--- src/rtl/pf_pkg.sv ---
// Shared types and constants for the camera pixel-capture front-end.
// Holds the capture FSM encoding, RGB332 field layout and default counter widths.
package pf_pkg;

  typedef enum logic [1:0] {
    CAP_IDLE   = 2'd0,
    CAP_SYNC   = 2'd1,
    CAP_ACTIVE = 2'd2
  } cap_state_e;

  localparam int COL_W_DEF = 10;
  localparam int ROW_W_DEF = 9;
  localparam int CNT_W_DEF = 16;

  localparam int R332_LSB = 5;
  localparam int G332_LSB = 2;
  localparam int B332_LSB = 0;

  // hi_rg = {R5[4:2], G6[5:3]} taken from the high byte; lo_b = B5[4:3]
  function automatic logic [7:0] rgb332(input logic [5:0] hi_rg, input logic [1:0] lo_b);
    logic [7:0] p;
    p = '0;
    p[R332_LSB +: 3] = hi_rg[5:3];
    p[G332_LSB +: 3] = hi_rg[2:0];
    p[B332_LSB +: 2] = lo_b;
    return p;
  endfunction

endpackage

--- src/rtl/cam_sync_edge.sv ---
// Registers one camera sync line and flags its rising/falling edges
// relative to the previous registered sample.
module cam_sync_edge (
  input  logic clk,
  input  logic rst_n,
  input  logic i_sig,
  output logic o_lvl,
  output logic o_rise,
  output logic o_fall
);

  logic r_lvl;
  logic r_prev;

  always_ff @(posedge clk) begin
    if (!rst_n) begin
      r_lvl  <= 1'b0;
      r_prev <= 1'b0;
    end else begin
      r_lvl  <= i_sig;
      r_prev <= r_lvl;
    end
  end

  assign o_lvl  = r_lvl;
  assign o_rise = r_lvl & ~r_prev;
  assign o_fall = ~r_lvl & r_prev;

endmodule

--- src/rtl/cam_pixel_capture.sv ---
// Camera byte-bus front-end: pairs RGB565 bytes into RGB332 pixels with
// coordinates, frame/line markers and an odd-byte framing error flag.
module cam_pixel_capture
  import pf_pkg::*;
#(
  parameter int COL_W = COL_W_DEF,
  parameter int ROW_W = ROW_W_DEF,
  parameter int CNT_W = CNT_W_DEF
) (
  input  logic             clk,
  input  logic             rst_n,
  input  logic             enable,
  input  logic [7:0]       cam_data,
  input  logic             cam_vsync,
  input  logic             cam_href,
  output logic [7:0]       pix_data,
  output logic             pix_valid,
  output logic [COL_W-1:0] col_count,
  output logic [ROW_W-1:0] row_count,
  output logic             line_end,
  output logic             frame_start,
  output logic             frame_end,
  output logic [CNT_W-1:0] frame_pixels,
  output logic             byte_err
);

  logic w_vs, w_vs_rise, w_vs_fall;
  logic w_hs, w_hs_fall, w_unused_hs_rise;

  cam_sync_edge u_vs (
    .clk    (clk),
    .rst_n  (rst_n),
    .i_sig  (cam_vsync),
    .o_lvl  (w_vs),
    .o_rise (w_vs_rise),
    .o_fall (w_vs_fall)
  );

  cam_sync_edge u_hs (
    .clk    (clk),
    .rst_n  (rst_n),
    .i_sig  (cam_href),
    .o_lvl  (w_hs),
    .o_rise (w_unused_hs_rise),
    .o_fall (w_hs_fall)
  );

  cap_state_e       r_state, w_state_nxt;
  logic [7:0]       r_sdata;
  logic [5:0]       r_hi;
  logic             r_phase;
  logic [COL_W-1:0] r_col;
  logic [ROW_W-1:0] r_row;
  logic [CNT_W-1:0] r_cnt;
  logic             w_fs, w_fe, w_le, w_byte;

  always_ff @(posedge clk) begin
    if (!rst_n) r_state <= CAP_IDLE;
    else        r_state <= w_state_nxt;
  end

  // A VSYNC rise while HREF is still high closes the line as well as the frame.
  always_comb begin
    w_state_nxt = r_state;
    w_fs        = 1'b0;
    w_fe        = 1'b0;
    w_le        = 1'b0;
    w_byte      = 1'b0;
    if (!enable) begin
      w_state_nxt = CAP_IDLE;
    end else begin
      case (r_state)
        CAP_IDLE: if (w_vs) w_state_nxt = CAP_SYNC;
        CAP_SYNC: if (w_vs_fall) begin
          w_state_nxt = CAP_ACTIVE;
          w_fs        = 1'b1;
        end
        CAP_ACTIVE: if (w_vs_rise) begin
          w_state_nxt = CAP_SYNC;
          w_fe        = 1'b1;
          w_le        = w_hs | w_hs_fall;
        end else begin
          w_le   = w_hs_fall;
          w_byte = w_hs;
        end
        default: w_state_nxt = CAP_IDLE;
      endcase
    end
  end

  always_ff @(posedge clk) begin
    if (!rst_n) begin
      r_sdata      <= '0;
      r_hi         <= '0;
      r_phase      <= 1'b0;
      r_col        <= '0;
      r_row        <= '0;
      r_cnt        <= '0;
      pix_data     <= '0;
      pix_valid    <= 1'b0;
      col_count    <= '0;
      row_count    <= '0;
      line_end     <= 1'b0;
      frame_start  <= 1'b0;
      frame_end    <= 1'b0;
      frame_pixels <= '0;
      byte_err     <= 1'b0;
    end else begin
      r_sdata     <= cam_data;
      pix_valid   <= 1'b0;
      line_end    <= w_le;
      frame_start <= w_fs;
      frame_end   <= w_fe;
      if (w_fs) begin
        r_col    <= '0;
        r_row    <= '0;
        r_cnt    <= '0;
        r_phase  <= 1'b0;
        byte_err <= 1'b0;
      end
      if (w_byte) begin
        if (!r_phase) begin
          r_hi    <= {r_sdata[7:5], r_sdata[2:0]};
          r_phase <= 1'b1;
        end else begin
          pix_data  <= rgb332(r_hi, r_sdata[4:3]);
          pix_valid <= 1'b1;
          col_count <= r_col;
          row_count <= r_row;
          r_col     <= (r_col == '1) ? r_col : r_col + 1'b1;
          r_cnt     <= (r_cnt == '1) ? r_cnt : r_cnt + 1'b1;
          r_phase   <= 1'b0;
        end
      end
      if (w_le) begin
        r_row <= (r_row == '1) ? r_row : r_row + 1'b1;
        r_col <= '0;
        if (r_phase) begin
          byte_err <= 1'b1;
          r_phase  <= 1'b0;
        end
      end
      if (w_fe) frame_pixels <= r_cnt;
    end
  end

endmodule

--- config.mk ---
export PLATFORM = sky130hd
export DESIGN_NAME = cam_pixel_capture
export DESIGN_NICKNAME = d
export VERILOG_FILES = /design/src/rtl/pf_pkg.sv /design/src/rtl/cam_sync_edge.sv /design/src/rtl/cam_pixel_capture.sv
export SDC_FILE = /design/constraint.sdc
export NUM_CORES = 1
export LEC_CHECK = 0
export ABC_CLOCK_PERIOD_IN_PS = 2700
export BUFFER_PORTS_ARGS = -buffer_cell sky130_fd_sc_hd__buf_2
export CORE_ASPECT_RATIO = 0.8
export CORE_MARGIN = 5
export CORE_UTILIZATION = 25
export CTS_CLUSTER_DIAMETER = 30
export CTS_CLUSTER_SIZE = 24
export DETAILED_ROUTE_END_ITERATION = 8
export RECOVER_POWER = 25
export SLEW_MARGIN = 40
export SYNTH_ARGS = -nofsm -noshare
export SYNTH_HDL_FRONTEND = slang
export SYNTH_SLANG_ARGS = --single-unit
--- constraint.sdc ---
create_clock -name clk -period 2.7 [get_ports clk]
set_input_delay 0.81 -clock clk [delete_from_list [all_inputs] [get_ports clk]]
set_output_delay 0.81 -clock clk [all_outputs]
set_load 0.01 [all_outputs]
# ---- After elaboration in Yosys (flattened, before gate mapping)
# Index checks and enable logic that the tools add are counted.
# W data, S select, Z words.
dict set report word_totals {
  ff_bits 104
  in_bits 13
  output_inout_bits 48
  word_cells 88
}
dict set report op_classes {
  n_addsub 3
  eq_ne 11
  n_mux 36
  bitwise_logic 9
  reduce_logical 9
}
# cell n
set ops {}
lappend ops {{$mux W16} 4}
lappend ops {{$mux W10} 4}
lappend ops {{$mux W9} 3}
lappend ops {{$mux W1} 21}
lappend ops {{$add A16 B1 Y16 const B} 1}
lappend ops {{$eq A16 B16 Y1 const B} 1}
lappend ops {{$add A10 B1 Y10 const B} 1}
lappend ops {{$eq A10 B10 Y1 const B} 1}
lappend ops {{$reduce_and A2 Y1} 5}
lappend ops {{$add A9 B1 Y9 const B} 1}
lappend ops {{$eq A9 B9 Y1 const B} 1}
lappend ops {{$mux W2} 3}
lappend ops {{$ne A2 B1 Y1 const B} 3}
lappend ops {{$ne A3 B3 Y1 const B} 2}
lappend ops {{$pmux W2 S3} 1}
lappend ops {{$not A1 Y1} 5}
lappend ops {{$and A1 B1 Y1} 3}
lappend ops {{$reduce_and A3 Y1} 1}
lappend ops {{$eq A2 B1 Y1 const B} 1}
lappend ops {{$eq A2 B2 Y1 const B} 1}
lappend ops {{$logic_not A2 Y1} 1}
lappend ops {{$ne A2 B2 Y1 const B} 1}
lappend ops {{$reduce_bool A2 Y1} 1}
lappend ops {{$reduce_or A2 Y1} 1}
lappend ops {{$or A1 B1 Y1} 1}

# ---- Depth between registers and ports, before layout
dict set report logic_depth {
  depth_word 9
  depth_mapped 10
  depth_no_buf 10
}

# ---- By module
# Synthesis repeated with hierarchy kept, for this count alone.
dict set report unflattened {
  cells_unflattened 501
  hier_area_um2 4325.4
}
# module n_inst cells_per_inst area_each_um2 seq_area_each_um2
set by_module_without_submodules {}
lappend by_module_without_submodules {cam_pixel_capture 1 489 4195.3 2001.9}
lappend by_module_without_submodules {cam_sync_edge 2 6 65.1 40.0}

# ---- Worst setup path after synthesis
# No wires, ideal clock.
dict set report synth_path {
  kind {input -> register}
  startpoint {input enable}
  endpoint {register r_cnt[12]}
  arrival_ns 1.946
  required_ns 2.581
  path_slack_ns 0.636
  cell_stages 7
  cell_sequence {nand3b_4 > or3_1 > buf_2 > buf_6 > nor2_2 > a21oi_1 > o221a_2}
}
dict set report synth_via {
  elab_chain_len 4
  word_cells_on_any_way 6
  classes_between {1 x eq/ne; 5 x mux}
}
# element line
set synth_rtl {}
lappend synth_rtl {{start, declared} cam_pixel_capture.sv:12} ;# input logic enable,
lappend synth_rtl {{$mux W1} cam_pixel_capture.sv:69} ;# if (!enable) begin
lappend synth_rtl {{$mux W16} cam_pixel_capture.sv:114} ;# if (w_fs) begin
lappend synth_rtl {{$mux W16} cam_pixel_capture.sv:122} ;# if (!r_phase) begin
lappend synth_rtl {{$mux W16} cam_pixel_capture.sv:121} ;# if (w_byte) begin
lappend synth_rtl {{end signal, assigned} cam_pixel_capture.sv:131} ;# r_cnt <= (r_cnt == '1) ? r_cnt : r_cnt + 1'b1;
lappend synth_rtl {{end, declared} cam_pixel_capture.sv:54} ;# logic [CNT_W-1:0] r_cnt;
# Parallel ways exist; a longest one is shown, timed or not.
# A chain may end at the register's enable or synchronous reset.

# ---- Final worst setup path
dict set report layout_path {
  startpoint {register r_row[0]}
  endpoint {register r_row[5]}
}
dict set report layout_via {
  elab_chain_len 3
  word_cells_on_any_way 6
  classes_between {1 x add/sub; 2 x eq/ne; 2 x mux; 1 x reduce/logical}
}
# element line
set layout_rtl {}
lappend layout_rtl {{start, declared} cam_pixel_capture.sv:53} ;# logic [ROW_W-1:0] r_row;
lappend layout_rtl {{start signal, assigned} cam_pixel_capture.sv:136} ;# r_row <= (r_row == '1) ? r_row : r_row + 1'b1;
lappend layout_rtl {{$add A9 B1 Y9 / $eq A9 B9 Y1 (equally long branches)} cam_pixel_capture.sv:136}
lappend layout_rtl {{$mux W9 / $ne A2 B2 Y1 (equally long branches)} --}
lappend layout_rtl {{$mux W9 / $reduce_and A2 Y1 (equally long branches)} --}
# Parallel ways exist; a longest one is shown, timed or not. The select of a mux whose other input is x is not followed.

==> metrics list <==
- Max-slew violations: 0
* Signal arrival time at the worst endpoint: 2.48 ns
- Proportion of synthesized chip area in sequential cells: 49.8%
- After detailed routing, the number of remaining DRC violations is 0.
- Dividing the final minimum period by the clock period gives 82.0%.
* Antenna Violating Nets Remaining: 0
- Antenna violations before repair: 1
* Critical path class: flip-flop to flip-flop
- Total wirelength of the detailed-routed design: 10.4 mm
* Number of max-capacitance violations reported: 0
* Clock transition time at the flip-flop clock pins of the worst setup and hold paths: 0.07 ns
- TritonCTS clock tree: yes
- The routed layout has 3553 vias.
- The detailed router finished its first iteration with 272 violations.
- Final net count: 574
* Maximum number of pins on one net before global-route repair: 38
- The via count of the first global-routing pass was 3350.
- The number of hold-slack violations in the final timing report came to 0.
- Area of placed instances: 4760 µm²
* Max Root-Sink Buffers: 2
- Count of buffers inserted at the top-level ports: 60
- For this design, the sink count on the clock tree is 104.
- Hold crit path type: flip-flop to flip-flop
- Counting distinct cell types in the post-synthesis netlist gives 49.
* Number of synthesized register bits: 104
- Cell leakage power: 1.83 nW
- The mapped netlist covers 4180 µm².
- I/O pin total: 61
* TritonCTS Buffers: 9
- Of the post-synthesis cell area, the dominant cell type holds 49.8%.
* Total of endpoints with negative setup slack in the final report: 0
- Post-CTS timing repair inserted 0 buffers for setup.
* Number of antenna repair diodes: 0
* Yosys warnings: 0
* Primary FF master, synth: sky130_fd_sc_hd__dfxtp_1
- Ranking of synthesized cells by instance count: 113 x sky130_fd_sc_hd__nand2_1, 104 x sky130_fd_sc_hd__dfxtp_1, 61 x sky130_fd_sc_hd__a21oi_1, 36 x sky130_fd_sc_hd__nor2_1, 20 x sky130_fd_sc_hd__nand3_1
* Synth area leader: sky130_fd_sc_hd__dfxtp_1
- Dpl hpwl: 7.38 mm
* Sum of negative setup slack: 0 ns
- Post-layout minimum cycle time: 2.21 ns
- In this run, post-CTS hold repair placed 0 buffers.
- Via-to-Cell Ratio: 4.54
- Number of enable-type register cells in the synthesized netlist: 0
* Area delta synth->final: 20.3%
- Top-count cell post-synth: sky130_fd_sc_hd__nand2_1
- After filler insertion, the fill cell instance count of the layout stands at 1817.
* Post-detailed-route wirelength per cell: 13.2 µm
- Clock latency on the worst-skew pair, taken at its later pin, is 0.35 ns.
- Synthesis handed over a netlist of 498 instances.
* Die W: 155 µm
* Worst relative slew slack: 45.2%
* Die Area: 19400 µm²
* Chip height: 126 µm
- The cell sitting at the root of the clock tree is a sky130_fd_sc_hd__clkbuf_16.
* Global-route usage over all layers: 10.8%
- Placeable core area: 16500 µm²
* Final cell area excluding filler cells: 5030 µm²
- Row count: 42
- Fmax: 0.451 GHz
- The run finished with clean final reports.
- The congestion estimate from routability-driven global placement came to 0.851.
* Avg Synthesized Cell Area: 8.39 µm²
- Setup repair after global routing missed its margin: false
- Required @ worst endpoint: 2.96 ns
- Synth top area cells: sky130_fd_sc_hd__dfxtp_1 50%, sky130_fd_sc_hd__nand2_1 10%, sky130_fd_sc_hd__a21oi_1 7.3%
* IR drop worst, VDD: 272 µV
- Proportion of synthesized flip-flops having asynchronous set or reset: 0%
- Total gr overflow: 0
- Endpoint class of the critical path: flip-flop
- Setup skew after layout: 0.0111 ns
- # resized after CTS: 0
- Deepest level of the CTS H-tree: 3
* Transition at the pin with the smallest max-transition slack: 0.822 ns
- Maximum fanout count along the critical path: 7
- The initial utilization of the core area, before any placement, comes to 25.3%.
- First drt pass iteration count: 4
- The worst setup path is launched from a flip-flop.
- When the netlist entered floorplanning its net count stood at 515.
- The post-route netlist has 14.4% of its cells at a drive strength greater than 1.
- First-pass GRT wire length: 17.3 mm
- For this design the ratio of total power to cell area is 571 nW/µm².
## per-stage QoR
| step | worst slack [ns] | power, mW | hold WS, ns | utilization, % | cells |
|---|---|---|---|---|---|
| finish | 0.485 | 2.87 | 0.435 | 30.5 | 782 |
| global route | 0.254 | 2.98 | 0.469 | 30.5 | 782 |
| CTS | 0.476 | 2.91 | 0.437 | 30.6 | 782 |
| detailed placement | 0.311 | 1.65 | 0.426 | 28.9 | 766 |
| global placement | 0.361 | 1.65 | 0.426 | 28.9 | 766 |
| floorplan | 0.636 | 1.62 | 0.417 | - | 498 |
## power breakdown
| part | switching (mW) | leakage, nW | internal (mW) |
|---|---|---|---|
| clock | 0.575 | 0.137 | 0.686 |
| sequential | 0.00557 | 0.840 | 1.54 |
| combinational | 0.0402 | 0.855 | 0.0206 |
| total | 0.621 | 1.83 | 2.25 |
## logic make-up (layout without fill, tap and decap cells)
kind of cell    after synthesis  count (layout)  share of synthesized area [%]
fa+ha+maj                     4               4                           1.20
xor+xnor                      4               4                          0.839
compound gates              115             115                           16.4
buf+inv                      31              95                           3.05
simple gates                231             231                           26.4
flops                       104             104                           49.8
mux                           9               9                           2.19
## routing by layer
layer  part of all wire (%)  global-route usage [%]
met1                     51                    15.5
met2                     42                    15.6
met3                    6.2                    3.88
met4                   0.89                    2.65
met5                  0.068                       0
## final timing paths
path | start | end | slack, ns | cells after the start
worst max-delay path | r_row[0]$_SDFFE_PN0P_ | r_row[5]$_SDFFE_PN0P_ | 0.49 | 10
worst min-delay path | r_sdata[4]$_SDFF_PN0_ | pix_data[1]$_SDFFE_PN0N_ | 0.43 | 2
worst max register to register | r_row[0]$_SDFFE_PN0P_ | r_row[5]$_SDFFE_PN0P_ | 0.49 | 10
worst min register to register | r_sdata[4]$_SDFF_PN0_ | pix_data[1]$_SDFFE_PN0N_ | 0.43 | 2
## critical path, stage by stage, from the launching register on
cell and delay (ns):
sky130_fd_sc_hd__dfxtp_1 0.42, sky130_fd_sc_hd__ha_1 0.22, sky130_fd_sc_hd__nand3_1 0.14, sky130_fd_sc_hd__nor2_1 0.19
sky130_fd_sc_hd__and3_1 0.18, sky130_fd_sc_hd__ha_1 0.17, sky130_fd_sc_hd__inv_1 0.06, sky130_fd_sc_hd__o211a_1 0.21
sky130_fd_sc_hd__nor2_1 0.25, sky130_fd_sc_hd__nor2_1 0.08, sky130_fd_sc_hd__a211oi_1 0.21
## state kept, by name (all words and copies together), names as in the netlist
signal,cells
pix_valid,1
u_vs.r_prev,1
r_hi,6
r_row,9
r_state,2
frame_pixels,16
col_count,10
row_count,9
r_sdata,8
byte_err,1
r_cnt,16
frame_end,1
pix_data,8
frame_start,1
line_end,1
r_col,10
u_hs.o_lvl,1
u_hs.r_prev,1
u_vs.o_lvl,1
r_phase,1
## cells in the final DEF, fill, tap and decap left out, types with 2 or more instances in the layout
cell type / n
sky130_fd_sc_hd__o221a_2: 2
sky130_fd_sc_hd__a21oi_1: 61
sky130_fd_sc_hd__clkbuf_16: 9
sky130_fd_sc_hd__ha_1: 4
sky130_fd_sc_hd__nor3_1: 6
sky130_fd_sc_hd__buf_2: 44
sky130_fd_sc_hd__nand3b_1: 2
sky130_fd_sc_hd__nand2_1: 113
sky130_fd_sc_hd__clkbuf_8: 2
sky130_fd_sc_hd__a311oi_1: 4
sky130_fd_sc_hd__and3b_1: 2
sky130_fd_sc_hd__nor2_1: 36
sky130_fd_sc_hd__o21a_1: 2
sky130_fd_sc_hd__a21boi_0: 6
sky130_fd_sc_hd__nor3_2: 2
sky130_fd_sc_hd__and2_0: 5
sky130_fd_sc_hd__a21o_1: 2
sky130_fd_sc_hd__xor2_1: 3
sky130_fd_sc_hd__o21ai_1: 2
sky130_fd_sc_hd__and4_1: 5
sky130_fd_sc_hd__nor2b_1: 3
sky130_fd_sc_hd__clkinvlp_4: 2
sky130_fd_sc_hd__or3_1: 3
sky130_fd_sc_hd__o21ai_0: 13
sky130_fd_sc_hd__inv_1: 6
sky130_fd_sc_hd__nand3_1: 20
sky130_fd_sc_hd__and2_1: 10
sky130_fd_sc_hd__and3_1: 3
sky130_fd_sc_hd__mux2i_1: 8
sky130_fd_sc_hd__nand4_1: 11
sky130_fd_sc_hd__a31oi_1: 8
sky130_fd_sc_hd__nor2_2: 2
sky130_fd_sc_hd__buf_4: 9
sky130_fd_sc_hd__o211ai_1: 2
sky130_fd_sc_hd__a211oi_1: 7
sky130_fd_sc_hd__clkbuf_1: 18
sky130_fd_sc_hd__dfxtp_1: 104
## final cells by class
| type | instances | area, µm² | share of cell area [%] |
|---|---|---|---|
| clock buffers | 12 | 256 | 5.10 |
| clock inverters | 4 | 35.0 | 0.697 |
| inverters | 7 | 26.3 | 0.523 |
| multi-input cells | 363 | 1970 | 39.3 |
| flip-flops and latches | 104 | 2080 | 41.4 |
| well taps | 220 | 275 | 5.48 |
| repair buffers | 72 | 377 | 7.49 |
(Power assumes the default switching activity.)
